**src/rtl/alu_seq.sv**
```systemverilog
// Registered eight-function ALU with Z/N/C/V flags and a one-bit-per-clock logical shifter.
// Single-cycle ops complete at the START edge; shifts of n>=1 take n further edges.
module alu_seq #(
    parameter int WIDTH      = 16,
    parameter int SHIFT_BITS = 4
) (
    input  logic             CLK,
    input  logic             RESET,
    input  logic             START,
    input  logic [2:0]       FUNC,
    input  logic [WIDTH-1:0] A,
    input  logic [WIDTH-1:0] B,
    input  logic             C_IN,
    output logic [WIDTH-1:0] OUT,
    output logic             C_OUT,
    output logic             Z,
    output logic             N,
    output logic             V,
    output logic             BUSY,
    output logic             DONE
);

    localparam logic [2:0] F_ADD  = 3'b000;
    localparam logic [2:0] F_SUB  = 3'b001;
    localparam logic [2:0] F_ANDN = 3'b010;
    localparam logic [2:0] F_OR   = 3'b011;
    localparam logic [2:0] F_NOTB = 3'b100;
    localparam logic [2:0] F_XOR  = 3'b101;
    localparam logic [2:0] F_SHL  = 3'b110;
    localparam logic [2:0] F_SHR  = 3'b111;

    typedef enum logic {
        S_IDLE,
        S_SHIFT
    } state_t;

    state_t                state_q, state_d;
    logic [WIDTH-1:0]      work_q, work_d;
    logic [SHIFT_BITS-1:0] cnt_q, cnt_d;
    logic                  left_q, left_d;
    logic [WIDTH-1:0]      out_q, out_d;
    logic                  c_q, c_d;
    logic                  z_q, z_d;
    logic                  n_q, n_d;
    logic                  v_q, v_d;
    logic                  done_q, done_d;

    logic [WIDTH-1:0]      res;
    logic                  res_c;
    logic                  res_v;
    logic [WIDTH+1:0]      add_res;
    logic [WIDTH-1:0]      shifted;
    logic                  shift_bit;
    logic [SHIFT_BITS-1:0] cnt_in;
    logic                  is_shift;

    // Returns {overflow, carry, sum}; overflow uses the operand MSBs as they enter the adder.
    function automatic logic [WIDTH+1:0] add_with_flags(
        input logic [WIDTH-1:0] a,
        input logic [WIDTH-1:0] b,
        input logic             cin
    );
        logic [WIDTH:0] sum;
        logic           ovf;
        sum = {1'b0, a} + {1'b0, b} + {{WIDTH{1'b0}}, cin};
        ovf = (a[WIDTH-1] == b[WIDTH-1]) && (sum[WIDTH-1] != a[WIDTH-1]);
        return {ovf, sum};
    endfunction

    assign cnt_in   = B[SHIFT_BITS-1:0];
    assign is_shift = (FUNC == F_SHL) || (FUNC == F_SHR);

    always_comb begin
        add_res = add_with_flags(A, (FUNC == F_SUB) ? ~B : B, C_IN);
        res     = A;
        res_c   = 1'b0;
        res_v   = 1'b0;
        case (FUNC)
            F_ADD, F_SUB: begin
                res   = add_res[WIDTH-1:0];
                res_c = add_res[WIDTH];
                res_v = add_res[WIDTH+1];
            end
            F_ANDN:  res = A & ~B;
            F_OR:    res = A | B;
            F_NOTB:  res = ~B;
            F_XOR:   res = A ^ B;
            default: res = A;  // count-0 shift passes A through
        endcase
    end

    always_comb begin
        shifted   = left_q ? {work_q[WIDTH-2:0], 1'b0} : {1'b0, work_q[WIDTH-1:1]};
        shift_bit = left_q ? work_q[WIDTH-1] : work_q[0];
    end

    always_comb begin
        state_d = state_q;
        work_d  = work_q;
        cnt_d   = cnt_q;
        left_d  = left_q;
        out_d   = out_q;
        c_d     = c_q;
        z_d     = z_q;
        n_d     = n_q;
        v_d     = v_q;
        done_d  = 1'b0;
        case (state_q)
            S_IDLE: begin
                if (START) begin
                    if (is_shift && (cnt_in != '0)) begin
                        work_d  = A;
                        cnt_d   = cnt_in;
                        left_d  = (FUNC == F_SHL);
                        state_d = S_SHIFT;
                    end else begin
                        out_d  = res;
                        c_d    = res_c;
                        v_d    = res_v;
                        z_d    = (res == '0);
                        n_d    = res[WIDTH-1];
                        done_d = 1'b1;
                    end
                end
            end
            S_SHIFT: begin
                work_d = shifted;
                cnt_d  = cnt_q - SHIFT_BITS'(1);
                // The last shift edge also publishes the result.
                if (cnt_q == SHIFT_BITS'(1)) begin
                    out_d   = shifted;
                    c_d     = shift_bit;
                    v_d     = 1'b0;
                    z_d     = (shifted == '0);
                    n_d     = shifted[WIDTH-1];
                    done_d  = 1'b1;
                    state_d = S_IDLE;
                end
            end
            default: state_d = S_IDLE;
        endcase
    end

    always_ff @(posedge CLK) begin
        if (RESET) begin
            state_q <= S_IDLE;
            cnt_q   <= '0;
            left_q  <= 1'b0;
            out_q   <= '0;
            c_q     <= 1'b0;
            z_q     <= 1'b0;
            n_q     <= 1'b0;
            v_q     <= 1'b0;
            done_q  <= 1'b0;
        end else begin
            state_q <= state_d;
            cnt_q   <= cnt_d;
            left_q  <= left_d;
            out_q   <= out_d;
            c_q     <= c_d;
            z_q     <= z_d;
            n_q     <= n_d;
            v_q     <= v_d;
            done_q  <= done_d;
        end
    end

    always_ff @(posedge CLK) begin
        work_q <= work_d;
    end

    assign OUT   = out_q;
    assign C_OUT = c_q;
    assign Z     = z_q;
    assign N     = n_q;
    assign V     = v_q;
    assign BUSY  = (state_q == S_SHIFT);
    assign DONE  = done_q;

endmodule
```
**config.mk**
```make
export PLATFORM = sky130hd
export DESIGN_NAME = alu_seq
export DESIGN_NICKNAME = d
export VERILOG_FILES = /design/src/rtl/alu_seq.sv
export SDC_FILE = /design/constraint.sdc
export NUM_CORES = 1
export LEC_CHECK = 0
export ABC_CLOCK_PERIOD_IN_PS = 5390
export CAP_MARGIN = 25
export CORE_MARGIN = 2
export CORE_UTILIZATION = 50
export CTS_CLUSTER_DIAMETER = 150
export DETAILED_ROUTE_END_ITERATION = 16
export PLACE_DENSITY = 0.74
export SETUP_SLACK_MARGIN = 0.05
export SYNTH_ARGS = -nofsm -noshare
export SYNTH_HDL_FRONTEND = slang
export SYNTH_SLANG_ARGS = --single-unit
export TNS_END_PERCENT = 5
```
**constraint.sdc**
```tcl
create_clock -name CLK -period 5.39 [get_ports CLK]
set_clock_uncertainty 0.2 [all_clocks]
set_input_delay 0.539 -clock CLK [delete_from_list [all_inputs] [get_ports CLK]]
set_output_delay 0.539 -clock CLK [all_outputs]
set_load 0.01 [all_outputs]
```
# Yosys cells after proc, flatten, opt, wreduce, memory -nomap -nowiden
# Index checks and enable logic that the tools add are counted.
# classes
n_addsub	3
reduce_logical	11
n_bitwise	5
n_mux	40
eq_ne	14
# ops
operator	n
16-bit 2-to-1 mux	7
16-bit case mux with 5 select lines	1
16-bit case mux with 2 select lines	2
16-bit zero test	2
1-bit 2-to-1 mux	21
16-bit by 16-bit adder with 17-bit output	1
17-bit by 1-bit adder with 17-bit output	1
16-bit AND	1
16-bit inverter	1
16-bit bitwise OR	1
16-bit XOR	1
3-bit == test, second input constant	4
1-bit case mux with 2 select lines	6
4-bit 2-to-1 mux	2
4-bit case mux with 2 select lines	1
3-bit by 2-bit == test with 1-bit output, second input constant	2
2-bit != test, second input constant	3
3-bit AND reduction	2
4-bit by 1-bit == test with 1-bit output, second input constant	1
4-bit nonzero test	1
4-bit by 1-bit subtractor with 4-bit output, second input constant	1
3-bit by 1-bit == test with 1-bit output, second input constant	1
3-bit zero test	1
1-bit logical AND	2
other kinds (7)	7
# word_totals
inputBits	39
reg_bits	43
out_inout_bits	22

# Longest topological paths before layout
# Gate-level depths: netlist of run 1.
# logic_depth
ltp_word	10
mapped_depth	18

# Worst setup path before layout of run 1
# OpenSTA, ideal clock, no wires.
# synth_timing
path_type	input port to flip-flop
startpoint	input FUNC[0]
endpoint	register z_q, in the netlist Z
required_ps	5121
arrival_ps	3998
setup_slack_ps	1122
cell_stages	18
cell_sequence	buf_2 buf_2 clkbuf_1 and2_1 buf_2 buf_2 xnor2_1 fa_1 inv_1 fa_1 a21o_1 a21oi_1 xnor2_1 mux4_2 nand4b_1 nor4_1 nand4_1 o21ai_1
# synth_between
elab_chain_len	9
word_cells_on_any_way	21
# synth_lines
item	line_no	text
start: declaration	10	input logic [2:0] FUNC,
3-bit by 1-bit == test with 1-bit output	74, 78	
16-bit 2-to-1 mux	74	add_res = add_with_flags(A, (FUNC == F_SUB) ? ~B : B, C_IN);
16-bit by 16-bit adder with 17-bit output	65	sum = {1'b0, a} + {1'b0, b} + {{WIDTH{1'b0}}, cin};
17-bit by 1-bit adder with 17-bit output	65	
16-bit case mux with 5 select lines	78	case (FUNC)
16-bit zero test	120	z_d = (res == '0);
1-bit 2-to-1 mux	111	if (is_shift && (cnt_in != '0)) begin
1-bit 2-to-1 mux	110	if (START) begin
1-bit case mux with 2 select lines	108	case (state_q)
end signal: assignment	161	z_q <= z_d;
end: declaration	43	logic z_q, z_d;
# Several ways; a longest one is shown, not always the timed one. The select of a mux whose other input is x is not followed.
# A chain may end at the register's enable or synchronous reset.

# Worst setup path in the final report of run 1
# layout_timing
startpoint	input FUNC[2]
endpoint	register z_q, in the netlist Z
# The elaborated chain is that of the path after synthesis.

==> run_results.csv, run 1 <==
group,metric,value,unit
run_status,status,"finished clean",
sta,worstMarginPinSlew,0.916,ns
placed_design,place_congestion,0.911,
clocking,postCtsHoldBufs,0,
worst_setup_path,criticalPathCategory,"input pin to flip-flop",
sta,slew-limit-headroom,38.8,%
clocking,clock_sinks,42,
sta,rsz0062_at_grt,"no",
sta,setup_viol,0,
final_layout,final_area,0.00518,sq mm
logic_synthesis,async_flop_share,0,%
logic_synthesis,synthFlopType,"dfxtp_1",
routing,dr.pass1.iters,5,
logic_synthesis,synth_cell_types,74,
routing,vias_per_cell,6.01,
worst_setup_path,worstPathRequired,5.42,ns
worst_setup_path,startpoint,"FUNC[2]",
floorplanning,core,0.00868,sq mm
worst_setup_path,crit_path_max_fanout,9,
worst_setup_path,start_kind,"input pin",
min_path,min_path_type,"flip-flop to flip-flop",
logic_synthesis,syn_area,0.00446,sq mm
routing,wire_per_inst,17.5,um
global_routing,grt_pass1_vias,4085,
clocking,worstSkewPairLatency,0.29,ns
routing,vias,4285,
floorplanning,die_h,98.4,um
logic_synthesis,synth_edf_count,16,
flow_run,maxCapViolCount,0,
global_routing,grt_pass1_wl,20700,um
floorplanning,dieArea,0.00969,sq mm
worst_setup_path,cp-end-kind,"flip-flop",
worst_setup_path,reg2regPathDepth,9,
clocking,post_cts_resized,0,
final_layout,antenna_cells,0,
placed_design,place.port_buffers,60,
logic_synthesis,syn_nets,653,
global_routing,antenna_found_initial,0,
global_routing,grt_max_degree,61,
logic_synthesis,avgSynthCellArea,7.92,sq um
final_layout,layout.nets,694,
global_routing,grt_util_all_layers,26.3,%
final_layout,layout-drive-gt1-share,5.79,%
floorplanning,rows,34,
sta,fin_setup_tns,0,ns
global_routing,grt_overflow,0,
power_and_ir_drop,p_leak,2.09,nW
clocking,clk_pin_slew,0.07,ns
final_layout,synthToLayoutAreaGrowth,16.2,%
sta,finalCriticalPeriod,4.31,ns
clocking,cts_max_level,2,
placed_design,placed_cell_area,0.00510,sq mm
clocking,cts_buffers,5,
worst_setup_path,rrSetupSlack,2.69,ns
routing,drcViolationCount,0,
routing,drt_iter0_drc,233,
worst_setup_path,critPathArrivalTime,4.34,ns
sta,timing.fmax,232,MHz
worst_setup_path,r2r_start,"BUSY",
logic_synthesis,synth-seq-area-share,22.4,%
routing,wirelength,12500,um
floorplanning,ios,61,
logic_synthesis,syn_inst,563,
final_layout,postLayoutCoreUtil,59.7,%
worst_setup_path,crit_end,"Z",
logic_synthesis,ys_ff_latch,42,
sta,finalCritPeriodShare,79.9,%
clocking,root_buffer,"clkbuf_8",
routing,ant_nets,0,
placed_design,dpl.hpwl,9610,um
power_and_ir_drop,power.density,194,mW/mm^2
logic_synthesis,ys_warn_count,0,
floorplanning,die_w,98.4,um
clocking,cts_tree,"done",
sta,final-hold-violation-count,0,
power_and_ir_drop,ir_worst_vdd,0.0864,mV
sta,slew_viol_final,0,
floorplanning,initial_utilization,51.4,%
clocking,cts_buffer_depth,2,
clocking,cts_setup_buffers,0,
worst_setup_path,r2r_end,"OUT[14]",
state kept, by name, indices dropped and copies added, names as in the netlist:
register,flops
work_q,16
V,1
left_q,1
Z,1
C_OUT,1
cnt_q,4
DONE,1
BUSY,1
OUT,16
cells in the mapped netlist (14+ instances only):
| cell | instances | area share (%) |
|---|---|---|
| nand2_1 | 44 | 3.7 |
| o21ai_0 | 26 | 2.9 |
| dfxtp_1 | 26 | 12 |
| ha_1 | 49 | 14 |
| a21oi_1 | 34 | 3.8 |
| mux2i_1 | 21 | 4.7 |
| nand3_1 | 18 | 2.0 |
| a211oi_1 | 14 | 2.4 |
| xnor2_1 | 21 | 4.1 |
| nor2_1 | 55 | 4.6 |
| buf_2 | 16 | 1.8 |
| inv_1 | 47 | 4.0 |
| edfxtp_1 | 16 | 11 |
through the flow:
stage	hold slack, ns	power [W]	std cells	setup WS (ns)
finish	0.252	0.00100	713	1.08
global route	0.289	0.00107	713	0.786
CTS	0.256	0.00100	713	1.09
detailed placement	0.247	0.000812	705	0.797
global placement	0.239	0.000805	704	0.921
floorplan	0.276	0.000669	563	1.12
logic make-up (layout without fill, tap and decap cells):
family	Yosys count	after routing	synth area share (%)
flops	42	42	22.4
buf+inv	83	125	7.60
mux	27	27	6.73
simple gates	181	181	19.6
fa+ha+maj	51	51	14.6
compound gates	157	157	24.6
xor+xnor	22	22	4.32
worst min-delay path by stage:
stage / from / endpoint / cells past startpoint
2_1_floorplan: OUT[6] / OUT[6] / 2
6_report: OUT[0] / OUT[0] / 2
3_3_place_gp: OUT[6] / OUT[6] / 2
5_1_grt: OUT[0] / OUT[0] / 2
4_1_cts: OUT[0] / OUT[0] / 2
3_5_place_dp: OUT[4] / OUT[4] / 2
area by class of cell:
class	count	area, sq um
sequential	42	1000
fill	812	3490
clock inverter	2	8.76
inverter	47	176
multi-input combinational	438	3120
tap	108	135
clock buffer	6	72.6
timing repair buffer	70	671
per-layer routing:
layer / wire (um) / share of wire, % / global-route usage, % / up-vias
met2: 5610 / 45 / 41.2 / 130
li1: - / - / - / 2102
met1: 5950 / 48 / 38.2 / 2036
met3: 686 / 5.5 / 3.48 / 17
met5: 0 / 0 / 0 / -
met4: 240 / 1.9 / 7.38 / 0
layout by cell type, fill, tap and decap left out, types with 10 or more instances in the layout:
cell type | Yosys | routed
o21ai_0 | 26 | 26
nor2_1 | 55 | 55
a21oi_1 | 34 | 34
buf_4 | 2 | 10
mux2i_1 | 21 | 21
dfxtp_1 | 26 | 26
inv_1 | 47 | 47
clkdlybuf4s50_1 | 0 | 59
a211oi_1 | 14 | 14
nand2_1 | 44 | 44
edfxtp_1 | 16 | 16
ha_1 | 49 | 49
nand3_1 | 18 | 18
xnor2_1 | 21 | 21
nor3_1 | 13 | 13
where the power goes:
part,switching (W),leakage (nW),internal [W]
registers,0.0000166,0.363,0.000357
logic,0.000246,1.69,0.000191
clock network,0.000105,0.0426,0.0000891
total,0.000367,2.09,0.000638
critical path, stage by stage:
cell and delay (ns):
clkdlybuf4s50_1 0.42, nor2_1 0.15, and2_1 0.52, xnor2_1 0.20, fa_1 0.21, inv_1 0.05
fa_1 0.42, a21oi_1 0.25, nor4b_1 0.11, or4_1 0.47, a31oi_1 0.27, nand3_1 0.12
nor4_1 0.37, nand4_1 0.14, o21ai_1 0.09
Note: power is estimated with default switching activity, not from simulation.
==> inputs of run 2 (changes only) <==
--- a/config.mk
+++ b/config.mk
@@ -5,13 +5,13 @@
 export SDC_FILE = /design/constraint.sdc
 export NUM_CORES = 1
 export LEC_CHECK = 0
-export ABC_CLOCK_PERIOD_IN_PS = 5390
+export ABC_CLOCK_PERIOD_IN_PS = 3800
 export CAP_MARGIN = 25
 export CORE_MARGIN = 2
 export CORE_UTILIZATION = 50
 export CTS_CLUSTER_DIAMETER = 150
 export DETAILED_ROUTE_END_ITERATION = 16
-export PLACE_DENSITY = 0.74
+export PLACE_DENSITY = 0.77
 export SETUP_SLACK_MARGIN = 0.05
 export SYNTH_ARGS = -nofsm -noshare
 export SYNTH_HDL_FRONTEND = slang
==> constraint.sdc (replaced) <==
create_clock -name CLK -period 3.8 [get_ports CLK]
set_clock_uncertainty 0.2 [all_clocks]
set_input_delay 0.38 -clock CLK [delete_from_list [all_inputs] [get_ports CLK]]
set_output_delay 0.38 -clock CLK [all_outputs]
set_load 0.01 [all_outputs]
==> run_results.csv, run 2 (synthesis results as in run 1) <==
group,metric,value,unit
run_status,status,"finished clean",
worst_setup_path,max_stage_delay,0.50,ns
worst_setup_path,start_kind,"input pin",
final_layout,layout.nets,719,
worst_setup_path,slowest_stage,"clkdlybuf4s50_1",
sta,timing.fmax,280,MHz
power_and_ir_drop,ir_worst_vdd,0.133,mV
routing,vias,4400,
final_layout,multiInputGateArea,0.00313,sq mm
placed_design,dpl.hpwl,9750,um
clocking,cts_buffer_depth,2,
min_path,hp-start,"OUT[0]",
clocking,root_buffer,"clkbuf_8",
sta,rsz0062_at_grt,"yes",
clocking,cts_tree,"done",
routing,dr.pass1.iters,5,
final_layout,layout-drive-gt1-share,10.2,%
routing,drt_iter0_drc,314,
global_routing,grt_util_all_layers,25.8,%
routing,vias_per_cell,5.96,
clocking,clock_sinks,42,
global_routing,grt_max_degree,61,
clocking,cts_max_level,2,
sta,slew-limit-headroom,39.1,%
final_layout,layout_commonest_cell,"clkdlybuf4s50_1",
floorplanning,core,0.00868,sq mm
final_layout,synthToLayoutAreaGrowth,21.0,%
floorplanning,dieArea,0.00969,sq mm
routing,drcViolationCount,0,
placed_design,place_congestion,0.948,
clocking,cts_buffers,5,
worst_setup_path,r2r_start,"BUSY",
worst_setup_path,critPathArrivalTime,3.59,ns
flow_run,maxCapViolCount,0,
clocking,post_cts_resized,0,
global_routing,antenna_found_initial,0,
clocking,worstSkewPairLatency,0.29,ns
routing,wire_per_inst,16.8,um
final_layout,fill_cells,787,
worst_setup_path,crit_path_max_fanout,3,
sta,finalCriticalPeriod,3.57,ns
worst_setup_path,startpoint,"FUNC[1]",
sta,final-hold-violation-count,0,
power_and_ir_drop,p_leak,2.22,nW
routing,ant_nets,0,
floorplanning,die_h,98.4,um
sta,setup_viol,0,
clocking,cts_setup_buffers,0,
worst_setup_path,criticalPathCategory,"input pin to flip-flop",
power_and_ir_drop,power.density,276,mW/mm^2
sta,worstMarginPinSlew,0.912,ns
clocking,clk_pin_slew,0.08,ns
worst_setup_path,critPathBufInv,2,
sta,finalCritPeriodShare,93.9,%
min_path,min_path_type,"flip-flop to flip-flop",
routing,wirelength,12400,um
floorplanning,die_w,98.4,um
final_layout,mostFrequentLayoutCells,"clkdlybuf4s50_1 (59), nor2_1 (55), ha_1 (49)",
sta,hold_slack,0.255,ns
clocking,postCtsHoldBufs,0,
global_routing,grt_pass1_vias,4180,
power_and_ir_drop,power,0.00149,W
worst_setup_path,crit_top_cell,"xnor2_1",
worst_setup_path,path_cells,"clkdlybuf4s50_1 > nor2_1 > and2_1 > xnor2_1 > fa_1 > inv_1 > fa_2 > a21o_1 > a21oi_1 > xnor2_1 > mux4_2 > nand4b_1 > nor4_2 > nand4_1 > o21ai_1",
global_routing,grt_overflow,0,
floorplanning,rows,34,
floorplanning,ios,61,
worst_setup_path,worstPathRequired,3.82,ns
final_layout,regArea,0.00100,sq mm
floorplanning,initial_utilization,51.4,%
global_routing,grt_pass1_wl,20800,um
sta,slew_viol_final,0,
final_layout,antenna_cells,0,
worst_setup_path,cp-end-kind,"flip-flop",
worst_setup_path,crit_family,"simple AND/OR/NAND/NOR gates",
placed_design,place.port_buffers,60,
-- run 2: power breakdown --
group	switching (W)	leakage, nW	total [W]	internal (W)
registers	0.0000257	0.363	0.000533	0.000507
clock network	0.000145	0.0482	0.000291	0.000147
logic	0.000356	1.80	0.000664	0.000309
total	0.000526	2.22	0.00149	0.000962
-- run 2: routing by layer --
layer | routed length, um | share of wire (%) | vias up | global-route usage (%)
met5 | 0 | 0 | - | 0
met4 | 182 | 1.5 | 0 | 5.90
met3 | 919 | 7.4 | 18 | 2.70
met2 | 5750 | 46 | 207 | 41.8
met1 | 5560 | 45 | 2013 | 37.3
li1 | - | - | 2162 | -
-- run 2: layout make-up --
type / count / area share, %
Tap cell: 108 / 2.51
Inverter: 47 / 3.27
Clock inverter: 1 / 0.0928
Clock buffer: 7 / 1.60
Sequential cell: 42 / 18.6
Timing Repair Buffer: 95 / 15.9
Multi-Input combinational cell: 438 / 58.1
-- run 2: worst reg2reg max path: stages, from the launching register on --
cell and delay [ns]:
dfxtp_1 0.40, buf_4 0.28, inv_1 0.59, nand2_1 0.64
-- run 2: through the flow --
| step | setup slack, ns | std cells | utilization [%] | cell area, sq um | TNS, ns |
|---|---|---|---|---|---|
| floorplan | 0.0670 | 563 | - | 4480 | 0 |
| global placement | 0.0573 | 730 | 61.0 | 5290 | 0 |
| detailed placement | -0.101 | 730 | 61.0 | 5290 | -0.115 |
| CTS | 0.182 | 738 | 62.0 | 5380 | 0 |
| global route | 0.0179 | 738 | 62.2 | 5390 | 0 |
| finish | 0.233 | 738 | 62.2 | 5390 | 0 |
-- run 2: final timing paths --
path,to,slack (ns),cells past startpoint
hold / removal,OUT[0],0.26,2
setup / recovery,Z,0.23,15
hold reg to reg,OUT[0],0.26,2
setup reg to reg,work_q[12],1.26,3
==> inputs of run 3 (changes only) <==
--- a/config.mk
+++ b/config.mk
@@ -5,13 +5,15 @@
 export SDC_FILE = /design/constraint.sdc
 export NUM_CORES = 1
 export LEC_CHECK = 0
-export ABC_CLOCK_PERIOD_IN_PS = 3800
+export ABC_CLOCK_PERIOD_IN_PS = 4200
 export CAP_MARGIN = 25
+export CORE_ASPECT_RATIO = 0.6
 export CORE_MARGIN = 2
 export CORE_UTILIZATION = 50
 export CTS_CLUSTER_DIAMETER = 150
 export DETAILED_ROUTE_END_ITERATION = 16
-export PLACE_DENSITY = 0.77
+export GPL_TIMING_DRIVEN = 0
+export PLACE_DENSITY = 0.74
 export SETUP_SLACK_MARGIN = 0.05
 export SYNTH_ARGS = -nofsm -noshare
 export SYNTH_HDL_FRONTEND = slang
==> constraint.sdc (replaced) <==
create_clock -name CLK -period 4.2 [get_ports CLK]
set_clock_uncertainty 0.2 [all_clocks]
set_input_delay 0.42 -clock CLK [delete_from_list [all_inputs] [get_ports CLK]]
set_output_delay 0.42 -clock CLK [all_outputs]
set_load 0.01 [all_outputs]
==> run_results.csv, run 3 (synthesis results as in run 1) <==
group,metric,value,unit
run_status,status,"finished clean",
sta,slew_viol_final,0,
global_routing,grt_overflow,0,
final_layout,layout-drive-gt1-share,9.92,%
routing,wirelength,15100,um
floorplanning,dieArea,0.00971,sq mm
sta,finalCritPeriodShare,95.4,%
power_and_ir_drop,power,0.00149,W
clocking,worstSkewPairLatency,0.30,ns
floorplanning,initial_utilization,51.9,%
final_layout,postLayoutCoreUtil,63.9,%
clocking,cts_buffers,5,
routing,vias,4682,
routing,vias_per_cell,6.27,
clocking,cts_max_level,2,
placed_design,place_congestion,0.988,
clocking,cts_tree,"done",
clocking,clk_pin_slew,0.07,ns
sta,timing.fmax,249,MHz
placed_design,pre_cts_ws,-1.46,ns
sta,slew-limit-headroom,50.8,%
sta,finalCriticalPeriod,4.01,ns
final_layout,layout.nets,724,
sta,rsz0062_at_grt,"no",
routing,drt_iter0_drc,561,
final_layout,layout_commonest_cell,"clkdlybuf4s50_1",
worst_setup_path,critPathArrivalTime,4.04,ns
global_routing,grt_pass1_vias,4248,
min_path,hp-start,"OUT[2]",
clocking,clock_sinks,42,
worst_setup_path,crit_path_max_fanout,10,
worst_setup_path,slowest_stage,"mux4_2",
global_routing,grt_max_degree,20,
sta,final-hold-violation-count,0,
final_layout,synthToLayoutAreaGrowth,23.0,%
power_and_ir_drop,p_leak,2.22,nW
power_and_ir_drop,power.density,272,mW/mm^2
final_layout,antenna_cells,0,
clocking,root_buffer,"clkbuf_16",
final_layout,mostFrequentLayoutCells,"clkdlybuf4s50_1 (56), nor2_1 (54), ha_1 (49)",
clocking,cts_buffer_depth,2,
global_routing,antenna_found_initial,0,
sta,setup_slack,0.192,ns
flow_run,maxCapViolCount,0,
routing,dr.pass1.iters,5,
routing,wire_per_inst,20.2,um
floorplanning,core,0.00859,sq mm
placed_design,place.port_buffers,57,
floorplanning,ios,61,
worst_setup_path,criticalPathCategory,"input pin to flip-flop",
floorplanning,die_h,77.2,um
global_routing,grt_pass1_wl,23300,um
routing,drcViolationCount,0,
worst_setup_path,r2r_start,"BUSY",
floorplanning,die_w,126,um
global_routing,grt_util_all_layers,30.8,%
power_and_ir_drop,ir_worst_vdd,0.169,mV
placed_design,dpl.hpwl,11900,um
sta,setup_viol,0,
routing,ant_nets,0,
min_path,min_path_type,"flip-flop to flip-flop",
worst_setup_path,cp-end-kind,"flip-flop",
worst_setup_path,startpoint,"FUNC[1]",
worst_setup_path,max_stage_delay,0.50,ns
floorplanning,rows,26,
worst_setup_path,worstPathRequired,4.23,ns
sta,worstMarginPinSlew,0.737,ns
worst_setup_path,start_kind,"input pin",
worst_setup_path,path_cells,"clkdlybuf4s15_1 > buf_6 > nor2_4 > buf_8 > and2_1 > buf_6 > buf_12 > xnor2_2 > fa_2 > inv_1 > fa_2 > mux4_2 > a211oi_1 > nand4b_1 > nor4_4 > nand4_1 > o21ai_1",
==> run 3: cell types whose count changed in the layout (fill, tap and decap cells not counted), sizes merged <==
cell,previous run,this run
clkbuf,7,18
buf,36,31
clkdlybuf4s15,0,1
clkinv,1,2
clkdlybuf4s50,59,56
==> run 3: repair_timing <==
item | in CTS | in global routing
hold buffers | 0 | 0
setup buffers | 3 | 5
setup endpoints to repair | 16 | 5
resized for setup | 23 | 8
pin swaps | 5 | 3
==> run 3: worst max-delay path: cells and delay by family <==
family | cells | cell delay [ns]
fa+ha+maj | 2 | 0.80
mux | 1 | 0.50
compound gates | 2 | 0.39
simple gates | 5 | 0.91
buf+inv | 6 | 0.86
xor+xnor | 1 | 0.14
==> run 3: report_power, final <==
| group | internal, W | total [W] | switching, W | leakage [nW] |
|---|---|---|---|---|
| clock | 0.000218 | 0.000385 | 0.000167 | 0.0683 |
| sequential | 0.000459 | 0.000482 | 0.0000230 | 0.363 |
| combinational | 0.000264 | 0.000622 | 0.000358 | 1.79 |
==> run 3: worst paths after layout <==
| check | endpoint | slack (ns) | cells past startpoint |
|---|---|---|---|
| worst min-delay path | OUT[2] | 0.26 | 2 |
| worst max register to register | work_q[13] | 1.18 | 5 |
| worst max-delay path | Z | 0.19 | 17 |
| worst min register to register | OUT[2] | 0.26 | 2 |
==> run 3: cell type report <==
cell class / instances / area [sq um]
flip-flops and latches: 42 / 1000
inverters: 47 / 176
repair buffers: 65 / 631
clock inverters: 2 / 8.76
multi-input cells: 438 / 3200
well taps: 112 / 140
plain buffers: 35 / 200
fillers: 755 / 3100
clock buffers: 6 / 129
==> run 3: metrics by stage <==
step / area, sq um / hold WS, ns / setup TNS [ns] / instances
2_1_floorplan: 4460 / 0.276 / 0 / 563
3_3_place_gp: 5170 / 0.240 / -13.93 / 732
3_5_place_dp: 5170 / 0.245 / -13.81 / 732
4_1_cts: 5420 / 0.253 / 0 / 742
5_1_grt: 5490 / 0.285 / 0 / 747
6_report: 5490 / 0.256 / 0 / 747
==> run 3: routing by layer <==
layer,vias up,track usage [%],routed length (um)
met2,232,44.4,6250
met5,-,0,0
met1,2258,47.5,7320
li1,2178,-,-
met4,0,5.38,133
met3,14,6.28,1410
